$ cat config.mk
export PLATFORM = sky130hd
export DESIGN_NAME = tile_rom_arbiter_flat
export DESIGN_NICKNAME = d
export VERILOG_FILES = /design/src/rtl/tile_rom_arbiter_if.sv /design/src/rtl/tile_rom_arbiter.sv /design/src/flat_wrapper.sv
export SDC_FILE = /design/constraint.sdc
export NUM_CORES = 1
export LEC_CHECK = 0
export BUFFER_PORTS_ARGS = -buffer_cell sky130_fd_sc_hd__clkbuf_2
export CORE_MARGIN = 2
export CORE_UTILIZATION = 53
export CTS_BUF_LIST = sky130_fd_sc_hd__clkbuf_2 sky130_fd_sc_hd__clkbuf_4 sky130_fd_sc_hd__clkbuf_8
export DETAILED_ROUTE_END_ITERATION = 10
export GPL_TIMING_DRIVEN = 1
export HOLD_SLACK_MARGIN = 0.02
export PLACE_DENSITY = 0.84
export SETUP_SLACK_MARGIN = 0.4
export SLEW_MARGIN = 10
export SYNTH_ARGS = -nofsm -noshare
export SYNTH_HDL_FRONTEND = slang
export SYNTH_SLANG_ARGS = --single-unit
export TNS_END_PERCENT = 1
$ cat constraint.sdc
create_clock -name i_clk -period 2.9 [get_ports i_clk]
set_input_delay 0.145 -clock i_clk [delete_from_list [all_inputs] [get_ports i_clk]]
set_output_delay 0.145 -clock i_clk [all_outputs]
set_load 0.005 [all_outputs]
$ cat src/rtl/tile_rom_arbiter_if.sv
// Layer-facing request/response bundle plus the tile ROM port of the arbiter.
interface tile_rom_arbiter_if #(
  parameter int unsigned NUM_REQ = 3,
  parameter int unsigned ADDR_W  = 8,
  parameter int unsigned DATA_W  = 24
);
  logic [NUM_REQ-1:0]        i_req;
  logic [NUM_REQ*ADDR_W-1:0] i_addr;
  logic                      i_clr_overrun;
  logic [DATA_W-1:0]         i_rom_data;
  logic [ADDR_W-1:0]         o_rom_address;
  logic [DATA_W-1:0]         o_data;
  logic [NUM_REQ-1:0]        o_valid;
  logic [NUM_REQ-1:0]        o_gnt;
  logic                      o_busy;
  logic [NUM_REQ-1:0]        o_overrun;

  modport slave (
    input  i_req, i_addr, i_clr_overrun, i_rom_data,
    output o_rom_address, o_data, o_valid, o_gnt, o_busy, o_overrun
  );

  modport master (
    output i_req, i_addr, i_clr_overrun, i_rom_data,
    input  o_rom_address, o_data, o_valid, o_gnt, o_busy, o_overrun
  );
endinterface

$ cat src/rtl/tile_rom_arbiter.sv
// Round-robin arbiter sharing one synchronous tile ROM among the layer renderers;
// one queued request per layer, texel returned with a one-hot valid strobe.
module tile_rom_arbiter #(
  parameter int unsigned NUM_REQ     = 3,
  parameter int unsigned ADDR_W      = 8,
  parameter int unsigned DATA_W      = 24,
  parameter int unsigned ROM_LATENCY = 2
) (
  input  logic              i_clk,
  input  logic              i_rst_n,
  tile_rom_arbiter_if.slave bus
);

  localparam int unsigned PTR_W = $clog2(NUM_REQ);
  localparam int unsigned CNT_W = 2;

  typedef enum logic {
    ST_IDLE = 1'b0,
    ST_WAIT = 1'b1
  } state_t;

  state_t             r_state;
  logic [NUM_REQ-1:0] r_pending;
  logic [ADDR_W-1:0]  r_addr [NUM_REQ];
  logic [PTR_W-1:0]   r_ptr;
  logic [CNT_W-1:0]   r_cnt;
  logic [ADDR_W-1:0]  r_rom_address;
  logic [DATA_W-1:0]  r_data;
  logic [NUM_REQ-1:0] r_valid;
  logic [NUM_REQ-1:0] r_gnt;
  logic [NUM_REQ-1:0] r_overrun;

  logic               w_any;
  logic               w_grant_en;
  logic [PTR_W-1:0]   w_idx;
  logic [PTR_W-1:0]   w_win;
  logic [NUM_REQ-1:0] w_win_oh;
  logic [NUM_REQ-1:0] w_ovr_set;

  // Round-robin pick: walk the ring from farthest to nearest so ptr+1 wins last.
  always_comb begin
    w_any = |r_pending;
    w_idx = r_ptr;
    w_win = r_ptr;
    for (int i = int'(NUM_REQ); i >= 1; i--) begin
      w_idx = PTR_W'((int'(r_ptr) + i) % int'(NUM_REQ));
      if (r_pending[w_idx]) begin
        w_win = w_idx;
      end
    end
  end

  assign w_grant_en = (r_state == ST_IDLE) && w_any;
  assign w_win_oh   = w_grant_en ? (NUM_REQ'(1) << w_win) : '0;
  // A re-pulse on the requester's own grant edge re-queues it without an overrun.
  assign w_ovr_set  = bus.i_req & r_pending & ~w_win_oh;

  always_ff @(posedge i_clk or negedge i_rst_n) begin
    if (!i_rst_n) begin
      r_state       <= ST_IDLE;
      r_pending     <= '0;
      for (int k = 0; k < int'(NUM_REQ); k++) begin
        r_addr[k] <= '0;
      end
      r_ptr         <= PTR_W'(NUM_REQ - 1);
      r_cnt         <= '0;
      r_rom_address <= '0;
      r_data        <= '0;
      r_valid       <= '0;
      r_gnt         <= '0;
      r_overrun     <= '0;
    end else begin
      r_valid   <= '0;
      r_overrun <= (bus.i_clr_overrun ? '0 : r_overrun) | w_ovr_set;
      r_pending <= (r_pending & ~w_win_oh) | bus.i_req;
      for (int k = 0; k < int'(NUM_REQ); k++) begin
        if (bus.i_req[k]) begin
          r_addr[k] <= bus.i_addr[k*ADDR_W +: ADDR_W];
        end
      end

      case (r_state)
        ST_IDLE: begin
          if (w_any) begin
            r_rom_address <= r_addr[w_win];
            r_gnt         <= w_win_oh;
            r_ptr         <= w_win;
            r_cnt         <= CNT_W'(ROM_LATENCY - 1);
            r_state       <= ST_WAIT;
          end
        end
        ST_WAIT: begin
          if (r_cnt != '0) begin
            r_cnt <= r_cnt - CNT_W'(1);
          end else begin
            r_data  <= bus.i_rom_data;
            r_valid <= r_gnt;
            r_gnt   <= '0;
            r_state <= ST_IDLE;
          end
        end
        default: r_state <= ST_IDLE;
      endcase
    end
  end

  assign bus.o_rom_address = r_rom_address;
  assign bus.o_data        = r_data;
  assign bus.o_valid       = r_valid;
  assign bus.o_gnt         = r_gnt;
  assign bus.o_busy        = (r_state != ST_IDLE);
  assign bus.o_overrun     = r_overrun;

endmodule

$ cat src/flat_wrapper.sv
// flat-port wrapper written by rule: the top's interface ports become plain ports
module tile_rom_arbiter_flat 
#(
  parameter int unsigned NUM_REQ     = 3,
  parameter int unsigned ADDR_W      = 8,
  parameter int unsigned DATA_W      = 24,
  parameter int unsigned ROM_LATENCY = 2
)
  (i_clk, i_rst_n, bus_i_req, bus_i_addr, bus_i_clr_overrun, bus_i_rom_data, bus_o_rom_address, bus_o_data, bus_o_valid, bus_o_gnt, bus_o_busy, bus_o_overrun);
  tile_rom_arbiter_if #(.NUM_REQ(NUM_REQ), .ADDR_W(ADDR_W), .DATA_W(DATA_W)) bus_i ();
  input  logic i_clk;
  input  logic i_rst_n;
  input wire logic [$bits(bus_i.i_req)-1:0] bus_i_req;
  input wire logic [$bits(bus_i.i_addr)-1:0] bus_i_addr;
  input wire logic [$bits(bus_i.i_clr_overrun)-1:0] bus_i_clr_overrun;
  input wire logic [$bits(bus_i.i_rom_data)-1:0] bus_i_rom_data;
  output wire logic [$bits(bus_i.o_rom_address)-1:0] bus_o_rom_address;
  output wire logic [$bits(bus_i.o_data)-1:0] bus_o_data;
  output wire logic [$bits(bus_i.o_valid)-1:0] bus_o_valid;
  output wire logic [$bits(bus_i.o_gnt)-1:0] bus_o_gnt;
  output wire logic [$bits(bus_i.o_busy)-1:0] bus_o_busy;
  output wire logic [$bits(bus_i.o_overrun)-1:0] bus_o_overrun;
  assign bus_i.i_req = bus_i_req;
  assign bus_i.i_addr = bus_i_addr;
  assign bus_i.i_clr_overrun = bus_i_clr_overrun;
  assign bus_i.i_rom_data = bus_i_rom_data;
  assign bus_o_rom_address = bus_i.o_rom_address;
  assign bus_o_data = bus_i.o_data;
  assign bus_o_valid = bus_i.o_valid;
  assign bus_o_gnt = bus_i.o_gnt;
  assign bus_o_busy = bus_i.o_busy;
  assign bus_o_overrun = bus_i.o_overrun;
  tile_rom_arbiter #(.NUM_REQ(NUM_REQ), .ADDR_W(ADDR_W), .DATA_W(DATA_W), .ROM_LATENCY(ROM_LATENCY)) u_core (.i_clk(i_clk), .i_rst_n(i_rst_n), .bus(bus_i));
endmodule
==> flow_summary.yaml, run 1 <==
synth:
  synth_area_per_cell_um2: 12.6
  synth-seq-cells: 73
  yosysWarnings: 0
  synthTopCellsByArea: "dfrtp_1 57%, mux2_2 15%, mux2i_1 3.5%"
  postSynthCellCount: 252
  synth_nets: 311
  ys_seq_area_share_pct: 57.5
  netlist_area_mm2: 0.00318
  synthDistinctLibCells: 43
  synth_top_area_share_pct: 56.7
  yosysTopAreaCell: "dfrtp_1"
routing:
  antenna_left: 0
  drc: 0
  vias: 2482
  viasPerCell: 5.45
  routed_wl_um: 7720
  drtIter0Drc: 161
  dr.pass1.iters: 4
  wl_per_cell_um: 17.0
timing:
  setup_tns_ns: 0
  tightest_slew_ns: 1.09
  setup_viol: 0
  period_share_pct: 86.3
  fin_crit_ns: 2.50
  clock.fmax_mhz: 400
  hold_viol: 0
  maxSlewHeadroom_pct: 27.0
  rsz0062_at_grt: "true"
  slew_viol_final: 0
  skew_ns: 0.00523
placed_design:
  dpl.cell_count: 410
  numPortBuffers: 95
  place_area_mm2: 0.00369
  place_hpwl_um: 4530
  gp_congestion: 0.968
final_layout:
  final_cells: 455
  final_common_cell: "clkbuf_2"
  antenna_cells: 0
  syn_to_final_growth_pct: 33.6
  nets: 435
  final_cell_mix: "94 x clkbuf_2, 71 x dfrtp_1, 42 x mux2_2, 23 x dlygate4sd3_1, 20 x nand2_1"
  layout-drive-gt1-share_pct: 46.3
  final_area_mm2: 0.00425
  nFillCells: 388
flow_run:
  drv_cap: 0
setup_path:
  crit_type: "reg2reg"
  crit_fanout: 10
  crit_arrival_ns: 2.72
  cp_data_required_time_ns: 3.12
  start_kind: "flip-flop"
  cp-end-kind: "flip-flop"
run_status:
  status: "complete, no violations"
power:
  p_per_area_mw_per_mm2: 1140
  p_leak_nw: 2.08
  ir_drop_uv: 628
clocking:
  path_clk_slew_ns: 0.07
  cts_root_buf: "clkbuf_8"
  numCtsBuffers: 9
  cts_tree: "yes"
  cts_sinks: 73
  ctsLongestPathBuffers: 2
  insertion_delay_ns: 0.35
  h-tree-depth: 3
floorplan:
  core_mm2: 0.00585
  die_w_um: 81.5
  ios: 96
  die_area_mm2: 0.00663
  rows: 28
  start_util_pct: 54.3
  die_y_um: 81.5
hold_path:
  min_path_type: "in2reg"
grt:
  grtUsageTotal_pct: 23.1
  grt_max_degree: 74
  grt_overflow: 0
  grt_pass1_vias: 2419
  antenna_found_initial: 0
  grt_pass1_wl_um: 11400
==> layout make-up <==
cell class              count  area, um2  share of cell area [%]
flip-flops and latches     73       1830                    43.1
multi-input cells         150       1270                    30.0
inverters                  15       56.3                    1.33
clock buffers              10        138                    3.24
well taps                  75       93.8                    2.21
clock inverters             5       78.8                    1.86
repair buffers            127        779                    18.4
==> flip-flops by register name, summed over array words and instances, names as in the netlist <==
name                      cells
u_core.r_pending              3
u_core.bus.o_gnt              3
u_core.bus.o_valid            3
u_core.r_addr                24
u_core.r_cnt                  2
u_core.r_ptr                  2
u_core.bus.o_rom_address      8
u_core.bus.o_busy             1
u_core.bus.o_data            24
u_core.bus.o_overrun          3
==> through the flow <==
step                      util (%)  setup slack, ns  power (mW)  hold slack (ns)
after floorplan                  -            0.490        2.96           -0.151
after global placement        63.1            0.287        3.51            0.322
after detailed placement      63.1            0.196        3.58            0.333
after CTS                     71.2            0.400        4.59           0.0204
after global routing          72.6            0.351        5.10           0.0170
final                         72.6            0.398        4.82           0.0210
==> worst paths after layout <==
check / startpoint / to / slack, ns / depth (start not counted)
worst max-delay path: u_core.r_ptr[0] / u_core.bus.o_rom_address[5] / 0.40 / 9
worst min-delay path: bus_i_rom_data[9] / u_core.bus.o_data[9] / 0.02 / 2
worst max register to register: u_core.r_ptr[0] / u_core.bus.o_rom_address[5] / 0.40 / 9
worst min register to register: u_core.bus.o_rom_address[1] / u_core.bus.o_rom_address[1] / 0.50 / 2
max in group asynchronous: i_rst_n / u_core.r_ptr[0] / 1.83 / 2
min in group asynchronous: i_rst_n / u_core.bus.o_data[5] / 0.45 / 2
==> layer usage <==
layer	GRT usage (%)	up-vias	share of wire [%]
li1	-	1139	-
met1	30.7	1241	41
met2	36.3	88	52
met3	5.60	14	5.2
met4	10.3	0	2.2
met5	0	-	0
==> critical path: stages (launching register included) <==
cell	delay, ns
dfrtp_2	0.48
inv_1	0.19
ha_4	0.25
mux2i_1	0.25
o21ai_0	0.14
a221oi_1	0.27
o31a_1	0.23
clkbuf_4	0.22
mux2i_1	0.21
o221ai_1	0.14
==> cell usage after synthesis, drive strengths merged <==
library cell and count:
dfrtp 72, a31oi 1, mux2 42, or3b 1, inv 15, o21ai 13
nor2b 4, a21o 2, nand2 20, o32ai 1, nand3b 4, clkbuf 10
a21boi 1, o221ai 7, nor3 1, a221o 1, nand3 4, dfstp 1
a32o 1, o2bb2ai 2, ha 5, o211ai 2, a21oi 4, o22a 1
o311a 1, o21a 2, o31a 1, a2bb2o 1, o21bai 1, buf 5
a31o 1, and2 1, and3 3, or2 1, nor2 5, mux2i 12
nand2b 2, a221oi 1
==> cells by family after synthesis <==
logic type	after synthesis	synth area share (%)
flip-flops	73	57.5
buffers and inverters	30	4.29
AO/OA/AOI/OAI	44	10.4
AND/OR/NAND/NOR	46	7.12
multiplexers	54	18.8
adder cells (fa/ha/maj)	5	1.97
==> power by group <==
group	switching [mW]	internal, mW
clock	0.384	0.503
combinational	1.11	1.19
sequential	0.248	1.39
total	1.74	3.08
==> timing repair <==
action | CTS | global route
hold endpoints to repair | 93 | 1
gates resized for setup | 5 | 9
buffers inserted | 1 | 4
hold buffers | 22 | 1
pin swaps | 1 | 2
cloned | 1 | 1
endpoints found under the setup margin | 10 | 15
(Power assumes the default switching activity.)
==> run 2, diff against run 1 <==
- CORE_MARGIN: 2 -> unset
==> run 2 against run 1 <==
  * Combinational power fell by 2%
  * Register-to-register slack improved by 0.02 ns
  * Cell area is 2.9% lower
  * Clock skew rose by 0.0040 ns
  * Die area fell by 4.9%
  * Cell count decreased by 4.0%
  * Via count down 2.3%
  * Critical path type unchanged
  * Clock power grew 8.8%
  * Setup slack better by 0.015 ns
  * Sequential cell count unchanged
  * Total power is 0.54% higher
  * Maximum frequency rose by 0.61%
==> flow_summary.yaml, run 2 (synthesized netlist as in run 1, its figures left out) <==
timing:
  slew_viol_final: 0
  hold_viol: 0
  period_share_pct: 85.8
  maxSlewHeadroom_pct: 27.4
  setup_viol: 0
  setup_tns_ns: 0
  fin_crit_ns: 2.49
  tightest_slew_ns: 1.09
  rsz0062_at_grt: "true"
  clock.fmax_mhz: 402
  skew_ns: 0.00922
setup_path:
  crit_fanout: 10
  crit_path_end: "u_core.bus.o_overrun[2]"
  start_kind: "flip-flop"
  reg2regPathDepth: 8
  cp_data_required_time_ns: 3.13
  crit_arrival_ns: 2.71
  setup.worst_path.start: "u_core.r_ptr[1]"
  cp-end-kind: "flip-flop"
  r2r_start: "u_core.r_ptr[1]"
  r2r_slack_ns: 0.41
  crit_type: "reg2reg"
  timing.rr.end: "u_core.bus.o_overrun[2]"
final_layout:
  final_area_mm2: 0.00413
  layout-drive-gt1-share_pct: 48.8
  nets: 420
  nFillCells: 355
  syn_to_final_growth_pct: 29.8
  multi_input_area_mm2: 0.00127
  final_common_cell: "clkbuf_2"
  antenna_cells: 0
  final-seq-area_mm2: 0.00183
  final_cell_mix: "94 x clkbuf_2, 71 x dfrtp_1, 42 x mux2_2, 20 x nand2_1, 14 x inv_1"
grt:
  antenna_found_initial: 0
  grt_max_degree: 48
  grt_pass1_vias: 2430
  grt_pass1_wl_um: 11400
  grt_overflow: 0
  grtUsageTotal_pct: 24.5
flow_run:
  drv_cap: 0
power:
  p_per_area_mw_per_mm2: 1180
  p_leak_nw: 2.03
  ir_drop_uv: 636
clocking:
  cts_sinks: 73
  h-tree-depth: 3
  path_clk_slew_ns: 0.08
  ctsLongestPathBuffers: 2
  insertion_delay_ns: 0.34
  cts_tree: "yes"
  cts_root_buf: "clkbuf_8"
  numCtsBuffers: 9
routing:
  wl_per_cell_um: 17.0
  viasPerCell: 5.55
  vias: 2426
  routed_wl_um: 7420
  drc: 0
  dr.pass1.iters: 4
  drtIter0Drc: 228
  antenna_left: 0
placed_design:
  gp_congestion: 0.870
  place_area_mm2: 0.00370
  numPortBuffers: 95
  place_hpwl_um: 4900
floorplan:
  start_util_pct: 56.4
  rows: 27
  core_mm2: 0.00564
  ios: 96
  die_w_um: 79.5
  die_area_mm2: 0.00631
  die_y_um: 79.5
run_status:
  status: "complete, no violations"
hold_path:
  min_path_type: "in2reg"
==> run 2: area by class of cell <==
| cell class | count | share of cell area (%) |
|---|---|---|
| sequential | 73 | 44.3 |
| multi-input combinational | 150 | 30.8 |
| timing repair buffer | 112 | 15.4 |
| clock buffer | 10 | 3.34 |
| clock inverter | 5 | 2.52 |
| tap | 72 | 2.18 |
| inverter | 15 | 1.43 |
==> run 2: routing by layer <==
metal / vias up / routed length [um] / global-route usage, %
met1: 1212 / 3080 / 31.3
met4: 0 / 163 / 14.4
li1: 1108 / - / -
met3: 17 / 334 / 4.46
met5: - / 0 / 0
met2: 89 / 3840 / 39.0
==> run 2: worst min path at each step <==
stage,startpoint,end,slack (ns),cells past startpoint
floorplan,i_rst_n,u_core.bus.o_busy,-0.15,0
global placement,i_rst_n,u_core.bus.o_data[5],0.19,1
detailed placement,i_rst_n,u_core.bus.o_data[5],0.20,1
CTS,bus_i_rom_data[16],u_core.bus.o_data[16],0.02,2
global route,bus_i_rom_data[1],u_core.bus.o_data[1],0.02,2
finish,bus_i_rom_data[12],u_core.bus.o_data[12],0.03,2
==> run 2: timing repair <==
action	4_1_cts	5_1_grt
pin swaps	1	3
gates cloned	0	1
buffers inserted	1	7
hold buffers	5	1
endpoints found under the setup margin	12	12
resized for setup	3	11
endpoints found under the hold margin	29	1
==> run 2: through the flow <==
stage	util, %	total power [mW]	hold WS (ns)	std cells	setup slack [ns]
2_1_floorplan	-	2.96	-0.151	252	0.490
3_3_place_gp	65.6	3.49	0.192	407	0.293
3_5_place_dp	65.6	3.58	0.196	407	0.179
4_1_cts	71.0	4.61	0.0207	428	0.369
5_1_grt	73.1	5.13	0.0191	437	0.358
6_report	73.1	4.85	0.0316	437	0.413
==> run 2: power by group <==
group	switching (mW)	leakage, nW	internal [mW]
Clock	0.374	0.122	0.590
Sequential	0.246	0.861	1.39
Combinational	1.08	1.05	1.17
Total	1.70	2.03	3.15
==> run 2: critical path, stage by stage, from the launching register on <==
cell and delay [ns]:
dfstp_2 0.58, buf_4 0.14, ha_4 0.20, nand3b_1 0.17, o211ai_2 0.11, a21boi_2 0.17
o311a_1 0.29, or3b_4 0.46, a32o_1 0.24
==> run 3, diff against run 2 <==
- CORE_ASPECT_RATIO: unset -> 1.2
==> run 3 against run 2 <==
  * Combinational power hardly changed
  * Sequential share of layout area decreased by 0.11 points
  * Die area about the same
  * Largest cell class unchanged
  * Highest routed layer unchanged
==> flow_summary.yaml, run 3 (synthesized netlist as in run 1, its figures left out) <==
routing:
  dr.pass1.iters: 4
  vias: 2379
  drtIter0Drc: 91
  viasPerCell: 5.32
  antenna_left: 0
  drc: 0
  routed_wl_um: 7280
  wl_per_cell_um: 16.3
hold_path:
  min_path_type: "in2reg"
clocking:
  numCtsBuffers: 9
  cts_root_buf: "clkbuf_8"
  cts_tree: "yes"
  cts_sinks: 73
  ctsLongestPathBuffers: 2
  insertion_delay_ns: 0.35
  path_clk_slew_ns: 0.08
  h-tree-depth: 3
power:
  p_sw_mw: 1.73
  p_int_mw: 3.04
  p_leak_nw: 2.02
  seq_power_share_pct: 33.8
  p_per_area_mw_per_mm2: 1150
  p_clk_share_pct: 18.6
  ir_drop_uv: 631
  swShare_pct: 36.3
  comb_power_share_pct: 47.7
placed_design:
  numPortBuffers: 95
  gp_congestion: 0.852
  place_hpwl_um: 4910
  detailedPlace.worstSlack_ns: 0.208
  place_area_mm2: 0.00372
setup_path:
  crit_chain: "inv_1, ha_2, nand3b_1, o211ai_2, a21boi_1, o311a_1, or3b_4, a32o_1"
  cp-end-kind: "flip-flop"
  start_kind: "flip-flop"
  crit_fanout: 5
  critPathTopFamily: "compound AO/OA/AOI/OAI gates"
  cp_data_required_time_ns: 3.13
  crit_arrival_ns: 2.72
  crit_type: "reg2reg"
  worst_path_max_delay_cell: "dfstp_2"
  cp.buffers_inverters: 1
  crit_path_max_incr_delay_ns: 0.56
timing:
  hold_viol: 0
  setup_tns_ns: 0
  maxSlewHeadroom_pct: 55.9
  fin_crit_ns: 2.49
  tightest_slew_ns: 0.661
  clock.fmax_mhz: 402
  rsz0062_at_grt: "true"
  skew_ns: 0.00839
  setup_viol: 0
  slew_viol_final: 0
  holdWs_ns: 0.0252
  fin_ws_ns: 0.412
  period_share_pct: 85.8
floorplan:
  rows: 30
  die_y_um: 86.8
  start_util_pct: 55.7
  die_w_um: 72.7
  die_area_mm2: 0.00631
  ios: 96
  core_mm2: 0.00571
final_layout:
  nFillCells: 402
  final_area_mm2: 0.00414
  syn_to_final_growth_pct: 30.1
  final_common_cell: "clkbuf_2"
  nets: 421
  final_cell_mix: "94 x clkbuf_2, 71 x dfrtp_1, 42 x mux2_2, 20 x nand2_1, 15 x inv_1"
  antenna_cells: 0
  layout-drive-gt1-share_pct: 48.2
grt:
  grt_pass1_vias: 2448
  grt_max_degree: 32
  antenna_found_initial: 0
  grtUsageTotal_pct: 23.4
  grt_pass1_wl_um: 11200
  grt_overflow: 0
run_status:
  status: "complete, no violations"
flow_run:
  drv_cap: 0
[run 3: changes by cell type in the layout (fill, tap and decap cells not counted), sizes merged]
| cell | before | now |
|---|---|---|
| inv | 15 | 16 |
| bufinv | 3 | 2 |
| buf | 12 | 10 |
| dlygate4sd3 | 6 | 9 |
| clkinvlp | 0 | 1 |
[run 3: layer usage]
layer  global-route usage, %  share of wire (%)  vias up
li1                        -                  -     1109
met1                    28.4                 41     1192
met2                    39.7                 54       65
met3                    6.05                3.2       13
met4                    9.09                1.9        0
met5                       0                  0        -
[run 3: worst paths after layout]
kind,start,to,slack (ns),depth (start not counted)
max,u_core.r_ptr[1],u_core.bus.o_overrun[2],0.41,8
min,bus_i_rom_data[0],u_core.bus.o_data[0],0.03,2
max reg2reg,u_core.r_ptr[1],u_core.bus.o_overrun[2],0.41,8
min reg2reg,u_core.r_cnt[1],u_core.r_cnt[1],0.50,2
max in group asynchronous,i_rst_n,u_core.r_ptr[1],1.72,3
min in group asynchronous,i_rst_n,u_core.bus.o_data[21],0.36,2
[run 3: power groups by stage]
stage	sequential [mW]	combinational [mW]	clock, mW
floorplan	1.60	1.36	0
finish	1.61	2.27	0.884
CTS	1.62	2.05	0.888
global placement	1.61	1.93	0
global route	1.65	2.47	0.933
detailed placement	1.63	1.98	0
[run 3: repair_timing]
item,4_1_cts,5_1_grt
pin swaps,0,2
buffers inserted,0,3
cloned,0,1
hold buffers,5,4
hold endpoints to repair,33,4
endpoints found under the setup margin,9,13
resized for setup,6,8
[run 3: area by class of cell]
cell class | instances | area [um2] | share of cell area (%)
clock buffer | 10 | 131 | 3.18
timing repair buffer | 113 | 637 | 15.4
clock inverter | 6 | 90.1 | 2.18
inverter | 15 | 56.3 | 1.36
multi-input combinational | 150 | 1290 | 31.2
tap | 80 | 100 | 2.42
sequential | 73 | 1830 | 44.2
[run 3: worst register-to-register path, delay by kind of cell, from the launching register on]
kind | cells | cell delay (ns)
flip-flops | 1 | 0.56
AND/OR/NAND/NOR | 2 | 0.69
AO/OA/AOI/OAI | 4 | 0.81
buffers and inverters | 1 | 0.11
adder cells (fa/ha/maj) | 1 | 0.22
[run 3: stage by stage]
stage | std cells | util [%] | power, mW
4_1_cts | 439 | 70.2 | 4.56
3_3_place_gp | 418 | 65.2 | 3.54
3_5_place_dp | 418 | 65.2 | 3.61
6_report | 447 | 72.5 | 4.77
5_1_grt | 447 | 72.5 | 5.05
2_1_floorplan | 252 | - | 2.96
